<file path="config.mk">
export PLATFORM = sky130hd
export DESIGN_NAME = fm_error_monitor_flat
export DESIGN_NICKNAME = d
export VERILOG_FILES = /design/src/rtl/fm_error_monitor_if.sv /design/src/rtl/fm_error_monitor.sv /design/src/flat_wrapper.sv
export SDC_FILE = /design/constraint.sdc
export NUM_CORES = 1
export LEC_CHECK = 0
export CORE_ASPECT_RATIO = 1.5
export CORE_MARGIN = 2
export CORE_UTILIZATION = 56
export DETAILED_ROUTE_END_ITERATION = 10
export PLACE_DENSITY = 0.8
export SLEW_MARGIN = 10
export SYNTH_ARGS = -nofsm -noshare
export SYNTH_HDL_FRONTEND = slang
export SYNTH_SLANG_ARGS = --single-unit
</file>
<file path="constraint.sdc">
create_clock -name clk -period 5.47 [get_ports clk]
set_input_delay 0.8205 -clock clk [delete_from_list [all_inputs] [get_ports clk]]
set_output_delay 0.8205 -clock clk [all_outputs]
set_load 0.05 [all_outputs]
</file>
<file path="src/rtl/fm_error_monitor_if.sv">
// Bus bundle between a product source and fm_error_monitor: sample input
// handshake plus report output handshake.
interface fm_error_monitor_if #(
    parameter int ERR_W = 32
);
    // Both channels: a transfer happens on a rising edge where valid & ready
    // are both high; valid holds with stable data until that edge.
    logic              in_valid;
    logic              in_ready;
    logic [31:0]       approx;
    logic [31:0]       exact;
    logic              rpt_valid;
    logic              rpt_ready;
    logic [ERR_W-1:0]  rpt_err_sum;
    logic [22:0]       rpt_err_max;
    logic [15:0]       rpt_exact_cnt;
    logic [15:0]       rpt_mismatch_cnt;

    modport master (
        output in_valid, approx, exact, rpt_ready,
        input  in_ready, rpt_valid, rpt_err_sum, rpt_err_max,
               rpt_exact_cnt, rpt_mismatch_cnt
    );

    modport slave (
        input  in_valid, approx, exact, rpt_ready,
        output in_ready, rpt_valid, rpt_err_sum, rpt_err_max,
               rpt_exact_cnt, rpt_mismatch_cnt
    );
endinterface

</file>
<file path="src/rtl/fm_error_monitor.sv">
// Accuracy monitor for the approximate FP multiplier: classifies each
// approx/exact pair, accumulates a WINDOW-sample report, hands it off.
module fm_error_monitor #(
    parameter int WINDOW = 16,
    parameter int ERR_W  = 32
) (
    input  logic                 clk,
    input  logic                 rst,
    fm_error_monitor_if.slave    bus,
    output logic [1:0]           dbg_state
);
    typedef enum logic [1:0] {
        ST_ACC   = 2'd0,
        ST_DRAIN = 2'd1,
        ST_RPT   = 2'd2
    } state_t;

    // Sum is formed one bit wider than the larger operand so saturation can
    // be detected even when a single error exceeds the accumulator width.
    localparam int             SW      = ((ERR_W > 23) ? ERR_W : 23) + 1;
    localparam logic [SW-1:0]  SUM_MAX = SW'({ERR_W{1'b1}});
    localparam logic [15:0]    LAST    = 16'(WINDOW - 1);

    state_t state, state_next;

    logic        accept, last_accept, rpt_take;
    logic [15:0] cnt;

    logic        s1_valid, s1_exact, s1_mis;
    logic [22:0] s1_err;
    logic        s2_valid;

    logic [ERR_W-1:0] acc_sum;
    logic [22:0]      acc_max;
    logic [15:0]      acc_exact;
    logic [15:0]      acc_mis;

    logic        special, mismatch;
    logic [7:0]  a_exp, e_exp;
    logic [22:0] a_man, e_man, diff, err1;

    logic [SW-1:0]    sum_ext;
    logic [ERR_W-1:0] sum_next;

    assign bus.in_ready = (state == ST_ACC);
    assign accept       = bus.in_valid & bus.in_ready;
    assign last_accept  = accept && (cnt == LAST);
    assign rpt_take     = (state == ST_RPT) & bus.rpt_ready;
    assign dbg_state    = state;

    // Stage 1 classification
    always_comb begin
        a_exp    = bus.approx[30:23];
        e_exp    = bus.exact[30:23];
        a_man    = bus.approx[22:0];
        e_man    = bus.exact[22:0];
        special  = (a_exp == 8'h00) || (a_exp == 8'hFF) ||
                   (e_exp == 8'h00) || (e_exp == 8'hFF);
        mismatch = special || (bus.approx[31] != bus.exact[31]) || (a_exp != e_exp);
        diff     = (a_man >= e_man) ? (a_man - e_man) : (e_man - a_man);
        err1     = mismatch ? 23'd0 : diff;
    end

    always_ff @(posedge clk or posedge rst) begin
        if (rst) begin
            s1_valid <= 1'b0;
            s1_err   <= '0;
            s1_exact <= 1'b0;
            s1_mis   <= 1'b0;
        end else begin
            s1_valid <= accept;
            if (accept) begin
                s1_err   <= err1;
                s1_exact <= (bus.approx == bus.exact);
                s1_mis   <= mismatch;
            end
        end
    end

    always_comb begin
        sum_ext  = SW'(acc_sum) + SW'(s1_err);
        sum_next = (sum_ext > SUM_MAX) ? ERR_W'(SUM_MAX) : ERR_W'(sum_ext);
    end

    // Stage 2 accumulation; the report handshake clears everything
    always_ff @(posedge clk or posedge rst) begin
        if (rst) begin
            s2_valid  <= 1'b0;
            acc_sum   <= '0;
            acc_max   <= '0;
            acc_exact <= '0;
            acc_mis   <= '0;
        end else begin
            s2_valid <= s1_valid;
            if (rpt_take) begin
                acc_sum   <= '0;
                acc_max   <= '0;
                acc_exact <= '0;
                acc_mis   <= '0;
            end else if (s1_valid) begin
                acc_sum   <= sum_next;
                acc_max   <= (s1_err > acc_max) ? s1_err : acc_max;
                acc_exact <= acc_exact + 16'(s1_exact);
                acc_mis   <= acc_mis + 16'(s1_mis);
            end
        end
    end

    always_ff @(posedge clk or posedge rst) begin
        if (rst) begin
            cnt <= '0;
        end else if (rpt_take) begin
            cnt <= '0;
        end else if (accept) begin
            cnt <= last_accept ? 16'd0 : cnt + 16'd1;
        end
    end

    always_ff @(posedge clk or posedge rst) begin
        if (rst) state <= ST_ACC;
        else     state <= state_next;
    end

    // DRAIN holds until both pipeline stages are empty, which places the
    // report three edges after the window's final accept.
    always_comb begin
        state_next = state;
        case (state)
            ST_ACC:   if (last_accept)             state_next = ST_DRAIN;
            ST_DRAIN: if (!s1_valid && !s2_valid)  state_next = ST_RPT;
            ST_RPT:   if (bus.rpt_ready)           state_next = ST_ACC;
            default:                               state_next = ST_ACC;
        endcase
    end

    always_comb begin
        bus.rpt_valid        = (state == ST_RPT);
        bus.rpt_err_sum      = bus.rpt_valid ? acc_sum   : '0;
        bus.rpt_err_max      = bus.rpt_valid ? acc_max   : '0;
        bus.rpt_exact_cnt    = bus.rpt_valid ? acc_exact : '0;
        bus.rpt_mismatch_cnt = bus.rpt_valid ? acc_mis   : '0;
    end
endmodule

</file>
<file path="src/flat_wrapper.sv">
// flat-port wrapper written by rule: the top's interface ports become plain ports
module fm_error_monitor_flat 
#(
    parameter int WINDOW = 16,
    parameter int ERR_W  = 32
)
  (clk, rst, dbg_state, bus_in_valid, bus_approx, bus_exact, bus_rpt_ready, bus_in_ready, bus_rpt_valid, bus_rpt_err_sum, bus_rpt_err_max, bus_rpt_exact_cnt, bus_rpt_mismatch_cnt);
  fm_error_monitor_if #(.ERR_W(ERR_W)) bus_i ();
  input  logic clk;
  input  logic rst;
  output logic [1:0] dbg_state;
  input wire logic [$bits(bus_i.in_valid)-1:0] bus_in_valid;
  input wire logic [$bits(bus_i.approx)-1:0] bus_approx;
  input wire logic [$bits(bus_i.exact)-1:0] bus_exact;
  input wire logic [$bits(bus_i.rpt_ready)-1:0] bus_rpt_ready;
  output wire logic [$bits(bus_i.in_ready)-1:0] bus_in_ready;
  output wire logic [$bits(bus_i.rpt_valid)-1:0] bus_rpt_valid;
  output wire logic [$bits(bus_i.rpt_err_sum)-1:0] bus_rpt_err_sum;
  output wire logic [$bits(bus_i.rpt_err_max)-1:0] bus_rpt_err_max;
  output wire logic [$bits(bus_i.rpt_exact_cnt)-1:0] bus_rpt_exact_cnt;
  output wire logic [$bits(bus_i.rpt_mismatch_cnt)-1:0] bus_rpt_mismatch_cnt;
  assign bus_i.in_valid = bus_in_valid;
  assign bus_i.approx = bus_approx;
  assign bus_i.exact = bus_exact;
  assign bus_i.rpt_ready = bus_rpt_ready;
  assign bus_in_ready = bus_i.in_ready;
  assign bus_rpt_valid = bus_i.rpt_valid;
  assign bus_rpt_err_sum = bus_i.rpt_err_sum;
  assign bus_rpt_err_max = bus_i.rpt_err_max;
  assign bus_rpt_exact_cnt = bus_i.rpt_exact_cnt;
  assign bus_rpt_mismatch_cnt = bus_i.rpt_mismatch_cnt;
  fm_error_monitor #(.WINDOW(WINDOW), .ERR_W(ERR_W)) u_core (.clk(clk), .rst(rst), .bus(bus_i), .dbg_state(dbg_state));
endmodule
</file>
=== Word level (Yosys, flattened, before mapping) ===
Cells that the tools add are included.
Widths: inputs -> output; s select.

* Add/subtract/negate cells: 6
* $lt $le $gt $ge: 3
* Equal/unequal tests: 11
* Mux-type cells: 23
* Bitwise gates (word level): 2
* Reduce and logical (&&, ||, !) cells: 17

{| class="wikitable"
|+ Operator list
! kind !! count
|-
| $mux 16 || 9
|-
| $mux 23 || 6
|-
| $mux 32 || 4
|-
| $sub 23x23->23 || 2
|-
| $add 32x23->33 || 1
|-
| $gt 33x32->1 const B || 1
|-
| $add 16x1->16 || 2
|-
| $eq 32x32->1 || 1
|-
| $ge 23x23->1 || 1
|-
| $gt 23x23->1 || 1
|-
| $add 16x1->16 const B || 1
|-
| $eq 16x4->1 const B || 1
|-
| $eq 8x8->1 const B || 2
|-
| $logic_not 8->1 || 2
|-
| $ne 8x8->1 || 1
|-
| $mux 2 || 3
|-
| $pmux 2 s3 || 1
|-
| $reduce_bool 2->1 || 3
|-
| $logic_or 1x1->1 || 5
|-
| $ne 2x2->1 const B || 2
|-
| $reduce_and 3->1 || 1
|-
| $and 1x1->1 || 2
|-
| $eq 2x1->1 const B || 1
|-
| $eq 2x2->1 const B || 1
|-
| 6 further kinds || 8
|}

* Register bits: 132
* Word-level logic and storage cells: 73

=== Depth between registers and ports, before layout ===
Gate-level depths: netlist of run 1.

* Depth after elaboration: 7
* Mapped depth: 13

=== Least setup slack after synthesis of run 1 ===
No wires, ideal clock.

* Path type: in2reg
* From: input bus_exact[7]
* To: register u_core.s1_err[8]
* Library setup time: 0.122 ns
* Data arrival time: 3.471 ns
* Data required time: 5.348 ns
* Slack: 1.877 ns
* Cell stages on the path: 12
* Path buffers: 2
* Path through: inv_1 ha_1 buf_4 nand2_1 or3_1 a211o_2 a31oi_4 a21o_1 buf_6 mux2_2 or4_1 a32o_1

* Word-level cells in the longest chain between the ends: 3

{| class="wikitable"
|+ Ends and longest elaborated chain
! item !! line !! text
|-
| start: declaration || flat_wrapper.sv:14 || <nowiki>input wire logic [$bits(bus_i.exact)-1:0] bus_exact;</nowiki>
|-
| $sub 23x23->23 or $ge 23x23->1 (tied branches) || fm_error_monitor.sv:60 || <nowiki>diff = (a_man >= e_man) ? (a_man - e_man) : (e_man - a_man);</nowiki>
|-
| $mux 23 (*) || fm_error_monitor.sv:60 ||
|-
| $mux 23 (*) || fm_error_monitor.sv:61 || <nowiki>err1 = mismatch ? 23'd0 : diff;</nowiki>
|-
| end signal: assignment || fm_error_monitor.sv:73 || <nowiki>s1_err <= err1;</nowiki>
|-
| end: declaration || fm_error_monitor.sv:30 || <nowiki>logic [22:0] s1_err;</nowiki>
|}

Every way passes the cells marked *; elsewhere a longest branch is shown, timed or not.
A chain may end at the register's enable or synchronous reset.

=== Worst setup path in the final report of run 1 ===
* From: input bus_exact[14]
* To: register u_core.s1_err[8]

* Word-level cells in the longest chain between the ends: 3

{| class="wikitable"
|+ Ends and longest elaborated chain
! item !! line
|-
| $ge 23x23->1 || fm_error_monitor.sv:60
|-
| $mux 23 || fm_error_monitor.sv:60
|-
| $mux 23 || fm_error_monitor.sv:61
|}

No other way between the ends.

==> results.md, run 1 <==
- Die span in y: 173 µm
- Async set-reset flop share out of synthesis: 100%
- Status: completed
- Commonest non-fill, non-tap cell in the layout: clkdlybuf4s50_1
- DRT iter0 DRCs: 768
- Clk buf depth: 2
- Num Clock Sinks: 132
- Syn nets: 1470
- Die W: 116 µm
- Gr usage total: 28.8%
- Yosys reg bits: 132
- CTS root buf: clkbuf_16
- Leakage: 5.62 nW
- Worst slew pin tran: 1170 ps
- Initial antenna violation count: 0
- Final min period: 4100 ps
- Startpoint types: primary input
- Fin. max-slew vios: 0
- Critical path required time: 5780 ps
- Final period utilization: 75.0%
- Total grt overflow: 0
- # resized after CTS: 0
- Vias in the first global route: 10100
- Syn Area/Cell: 8.16 µm²
- Vias: 10100
- Global placement routability congestion: 0.908
- IO Count: 159
- Area grow syn2layout: 21.6%
- Yosys warning total: 0
- Min Hold Slack: 463 ps
- Post-CTS Setup Inserts: 0
- Crit path max fanout: 10
- Core area: 18500 µm²
- Crit. End Element: register
- Final Net Count: 1596
- Initial DRT Pass Iterations: 5
- Final core utilization: 69.7%
- Clk_skew: 11.5 ps
- Largest net degree at the start of global routing: 74
- Post-synth EDFFs: 0
- Clk_lat worst skew: 420 ps
- CTS buffer count: 17
- Top post-synthesis cells by area: dfrtp_1 (31%), ha_1 (11%), o21ai_0 (5.1%), nor2_1 (4.6%), a21oi_1 (4.0%)
- Max VDD drop: 0.261 mV
- Yosys cell types: 75
- Area taken by multi-input logic gates: 6690 µm²
- Hold Vio Cnt, Final: 0
- RSZ-0062 raised after global routing: false
- Mapped Area: 10600 µm²
- Critical path class: in -> reg
- Worst path arrival time: 4410 ps
- DRC viols: 0
- Fmax: 244 MHz
- CTS tree: yes
- Detailed Place HPWL: 22.1 mm
- Cell Rows: 61
- Placed insts: 1662
- Yosys top cell by area: dfrtp_1
- Sequential Area: 3300 µm²
- Max-cap viol count: 0
- Share of the synthesized area in the top cell type: 31.1%
- Antenna viol nets, final: 0
- Gate Count Post-Synth: 1303
- Min-delay worst type: reg -> reg
- PortBufs: 158
- # diodes: 0
- Setup TNS: 0 ps
- Hold-fix buffers, CTS: 0
- P per Cell Area: 317 nW/µm²
- First-pass GRT wire length: 46.9 mm
- Clk slew on worst S/H paths: 60 ps
- Starting density of the core: 57.3%
- Fill cells: 1554
- Max-slew headroom: 20.7%
- Top FF cell, synth: dfrtp_1
- DIE AREA: 20100 µm²
- Layout cells sized above 1: 4.72%
- Drt total wl: 29.0 mm
- Final setup viols: 0
- Most frequent cells in the layout: clkdlybuf4s50_1 (158), dfrtp_1 (132), nor2_1 (131), o21ai_0 (108), ha_1 (96)
- Avg WL per Cell: 17.1 µm
- Avg Vias per Cell: 5.99
- Seq/Total Area, Yosys: 31.1%
- H-Tree Depth: 4
- Final non-filler cell total: 1694
==> cell usage after synthesis (11+ instances only) <==
cell type	number
and3_1	14
o21bai_1	11
o211ai_1	11
inv_1	94
xor2_1	40
nand3_1	47
nand2_1	95
a21o_1	33
xnor2_1	30
nand4_1	30
nor3_1	11
nor4_1	12
a31oi_1	30
a21oi_1	86
dfrtp_1	132
clkbuf_1	43
and2_1	68
nor2_1	131
o21ai_0	108
mux2i_1	19
ha_1	96
a211oi_1	18
==> where the power goes <==
| group | switching, mW | internal [mW] | total, mW |
|---|---|---|---|
| clock | 0.471 | 0.650 | 1.12 |
| combinational | 0.931 | 0.604 | 1.53 |
| sequential | 0.235 | 1.20 | 1.44 |
==> metal layers <==
metal | share of wire, % | wire [µm] | global-route usage [%] | up-vias
met3 | 4.5 | 1310 | 2.84 | 112
met1 | 38 | 10900 | 31.5 | 4770
met4 | 6.2 | 1800 | 19.0 | 0
met2 | 52 | 15000 | 51.5 | 372
li1 | - | - | - | 4891
met5 | 0 | 0 | 0 | -
==> cell families after synthesis <==
family                   after synthesis  synth area share, %
multiplexers                          22                 2.14
AND/OR/NAND/NOR                      452                 21.0
adder cells (fa/ha/maj)               99                 11.9
flip-flops                           132                 31.1
AO/OA/AOI/OAI                        370                 22.1
XOR/XNOR                              70                 5.77
buffers and inverters                158                 6.03
==> worst max-delay path, cell delays in order <==
cell	delay [ps]
clkdlybuf4s50_1	480
inv_1	50
ha_1	460
nand2_1	190
or3_1	380
a211o_2	330
a31oi_4	340
a21o_1	330
mux2_2	380
or4_1	400
a32o_1	260
==> sequential cells by signal, summed over array words and instances, names as in the netlist, 2 cells and up <==
signal and cells:
u_core.dbg_state 2, u_core.acc_max 23, u_core.s1_err 23, u_core.acc_mis 16
u_core.cnt 16, u_core.acc_sum 32, u_core.acc_exact 16
==> cell type report <==
type / count / area share (%)
multi-input cells: 1013 / 51.8
flip-flops and latches: 132 / 25.6
repair buffers: 170 / 12.9
clock buffers: 18 / 3.40
inverters: 95 / 2.78
well taps: 252 / 2.44
clock inverters: 14 / 1.09
==> worst paths after layout <==
path / from / endpoint / slack (ps) / depth (start not counted)
worst max-delay path: bus_exact[14] / u_core.s1_err[8] / 1370 / 11
worst min-delay path: u_core.s2_valid / u_core.dbg_state[1] / 460 / 1
worst max register to register: u_core.s1_err[0] / u_core.acc_sum[11] / 1870 / 11
worst min register to register: u_core.s2_valid / u_core.dbg_state[1] / 460 / 1
max in group asynchronous: rst / u_core.cnt[10] / 3580 / 3
min in group asynchronous: rst / u_core.acc_exact[13] / 850 / 2
==> through the flow <==
step	area (µm²)	setup slack, ps	power (mW)
after floorplan	10600	1120	2.52
after global placement	12300	1020	2.91
after detailed placement	12300	961	2.97
after CTS	12900	1400	4.08
after global routing	12900	1230	4.33
final	12900	1370	4.09
No activity file was read; power rests on OpenSTA's default activity.
==> run 2: changes to the inputs <==
CORE_UTILIZATION = 51   (was 56)
PLACE_DENSITY = 0.77   (was 0.8)
clock period = 3.35 ns   (was 5.47 ns; I/O delays follow)
==> run 2 against run 1 <==
Against the previous run: sequential share of layout area fell by 3.2 points; global-route usage shrank 0.29 points; clock-buffer cell count is 1 lower; clock power up 86%; sequential power rose by 64%; cell count is 8.4% higher; die area is 9.5% higher; cell area rose by 14%; largest power group unchanged.
==> results.md, run 2 (synthesis results as in run 1) <==
- Largest net degree at the start of global routing: 133
- Detailed Place HPWL: 23.9 mm
- Gr usage total: 28.6%
- Crit. End Element: register
- Layout cells sized above 1: 17.7%
- Status: completed
- Final setup viols: 0
- H-Tree Depth: 4
- Antenna viol nets, final: 0
- Logic pwr share: 39.7%
- Vias: 10700
- Starting density of the core: 52.0%
- Area grow syn2layout: 39.1%
- FF-to-FF setup slack: 230 ps
- Leakage: 6.69 nW
- Avg WL per Cell: 17.0 µm
- Commonest non-fill, non-tap cell in the layout: buf_4
- Worst r2r src: u_core.acc_sum[17]
- Worst Hold Endpoint: u_core.dbg_state[1]
- Hold wc startpoint: u_core.s2_valid
- Min-delay worst type: reg -> reg
- Min Hold Slack: 467 ps
- CTS tree: yes
- DRC viols: 0
- Clk_lat worst skew: 420 ps
- Max-cap viol count: 0
- # diodes: 0
- Most frequent cells in the layout: buf_4 (142), dfrtp_1 (132), nor2_1 (131), o21ai_0 (108), nand2_1 (94)
- Reg2Reg Depth: 10
- DIE AREA: 22000 µm²
- P per Cell Area: 498 nW/µm²
- Clk buf depth: 2
- Die span in y: 181 µm
- Fmax: 309 MHz
- Initial DRT Pass Iterations: 5
- Avg Vias per Cell: 5.84
- Fill cells: 1521
- Worst path arrival time: 3550 ps
- Drt total wl: 31.2 mm
- Biggest register: u_core.acc_sum
- Hold Path Depth: 1
- Final period utilization: 96.5%
- Die W: 122 µm
- Setup TNS: 0 ps
- P_int: 4.59 mW
- CTS buffer count: 17
- Worst slew pin tran: 790 ps
- Crit path max fanout: 5
- Largest regs: u_core.acc_sum x32, u_core.acc_max x23, u_core.s1_err x23
- Global placement routability congestion: 0.969
- Fin. max-slew vios: 0
- Critical path required time: 3660 ps
- Core area: 20400 µm²
- Final min period: 3230 ps
- Cell Rows: 64
- DRT iter0 DRCs: 676
- CTS root buf: clkbuf_16
- Largest register FFs: 32
- First-pass GRT wire length: 51.1 mm
- Critical path class: in -> reg
- P_sw: 2.77 mW
- IO Count: 159
- Clock power frac: 28.3%
- Startpoint types: primary input
- Vias in the first global route: 10700
- Max-slew headroom: 47.4%
- Hold Vio Cnt, Final: 0
- Final Net Count: 1728
- Clk_skew: 9.94 ps
- Reg power frac: 32.0%
- Max VDD drop: 0.378 mV
- Terminus of the critical flop-to-flop path: u_core.acc_sum[22]
- Clk slew on worst S/H paths: 60 ps
- Initial antenna violation count: 0
- Switch share: 37.6%
- Total grt overflow: 0
- Num Clock Sinks: 132
- PortBufs: 158
[run 2: changes by cell type in the layout (fill, tap and decap cells not counted), sizes merged]
cell,change
bufinv,+4
buf,+195
clkinvlp,-3
clkinv,+3
inv,-4
clkbuf,-1
dlymetal6s2s,+8
clkdlybuf4s50,-71
[run 2: power by group through the flow]
stage | sequential [mW] | clock, mW | combinational [mW]
2_1_floorplan | 2.26 | 0 | 1.86
3_3_place_gp | 2.34 | 0 | 2.78
3_5_place_dp | 2.37 | 0 | 2.86
4_1_cts | 2.34 | 2.09 | 2.89
5_1_grt | 2.42 | 2.16 | 3.20
6_report | 2.36 | 2.08 | 2.92
[run 2: cell type report]
cell class                 instances  area (µm²)  share of cell area, %
clock buffer                      17         425                   2.88
clock inverter                    14         225                   1.52
inverter                          95         360                   2.44
multi-input combinational       1013        6810                   46.1
sequential                       132        3300                   22.3
tap                              264         330                   2.23
timing repair buffer             302        3330                   22.5
[run 2: how the worst max path moves through the flow]
stage | startpoint | to | slack, ps | depth (start not counted)
3_5_place_dp | bus_exact[1] | u_core.s1_err[8] | -330 | 13
6_report | bus_approx[12] | u_core.s1_err[8] | 120 | 10
2_1_floorplan | bus_exact[7] | u_core.s1_err[8] | 80 | 12
3_3_place_gp | bus_exact[7] | u_core.s1_err[8] | -230 | 11
4_1_cts | bus_exact[1] | u_core.s1_err[8] | 110 | 12
5_1_grt | bus_approx[12] | u_core.s1_err[8] | -9 | 10
[run 2: layer usage]
layer | part of all wire (%) | global-route usage (%)
met5 | 0 | 0
met1 | 37 | 31.1
met3 | 3.7 | 3.16
met4 | 5.4 | 14.7
met2 | 54 | 53.3
[run 2: critical path: stages]
cell and delay [ps]:
clkdlybuf4s50_1 460, ha_4 300, nand4_2 80, or3_1 390, a211o_2 360, a31oi_4 230
a21o_1 200, mux2_4 310, or4_1 470, a32o_1 230
[run 2: metrics by stage]
| step | power, mW | setup slack [ps] | util, % | instances | instance area (µm²) |
|---|---|---|---|---|---|
| 2_1_floorplan | 4.12 | 75.4 | - | 1303 | 10600 |
| 3_3_place_gp | 5.12 | -230 | 68.4 | 1805 | 14000 |
| 3_5_place_dp | 5.22 | -332 | 68.4 | 1805 | 14000 |
| 4_1_cts | 7.32 | 106 | 71.6 | 1836 | 14600 |
| 5_1_grt | 7.78 | -8.53 | 72.4 | 1837 | 14800 |
| 6_report | 7.36 | 117 | 72.4 | 1837 | 14800 |
[run 2: repair_timing]
action | CTS | global route
hold buffers | 0 | 0
setup buffers | 0 | 1
gates resized for setup | 0 | 30
endpoints found under the setup margin | 0 | 10
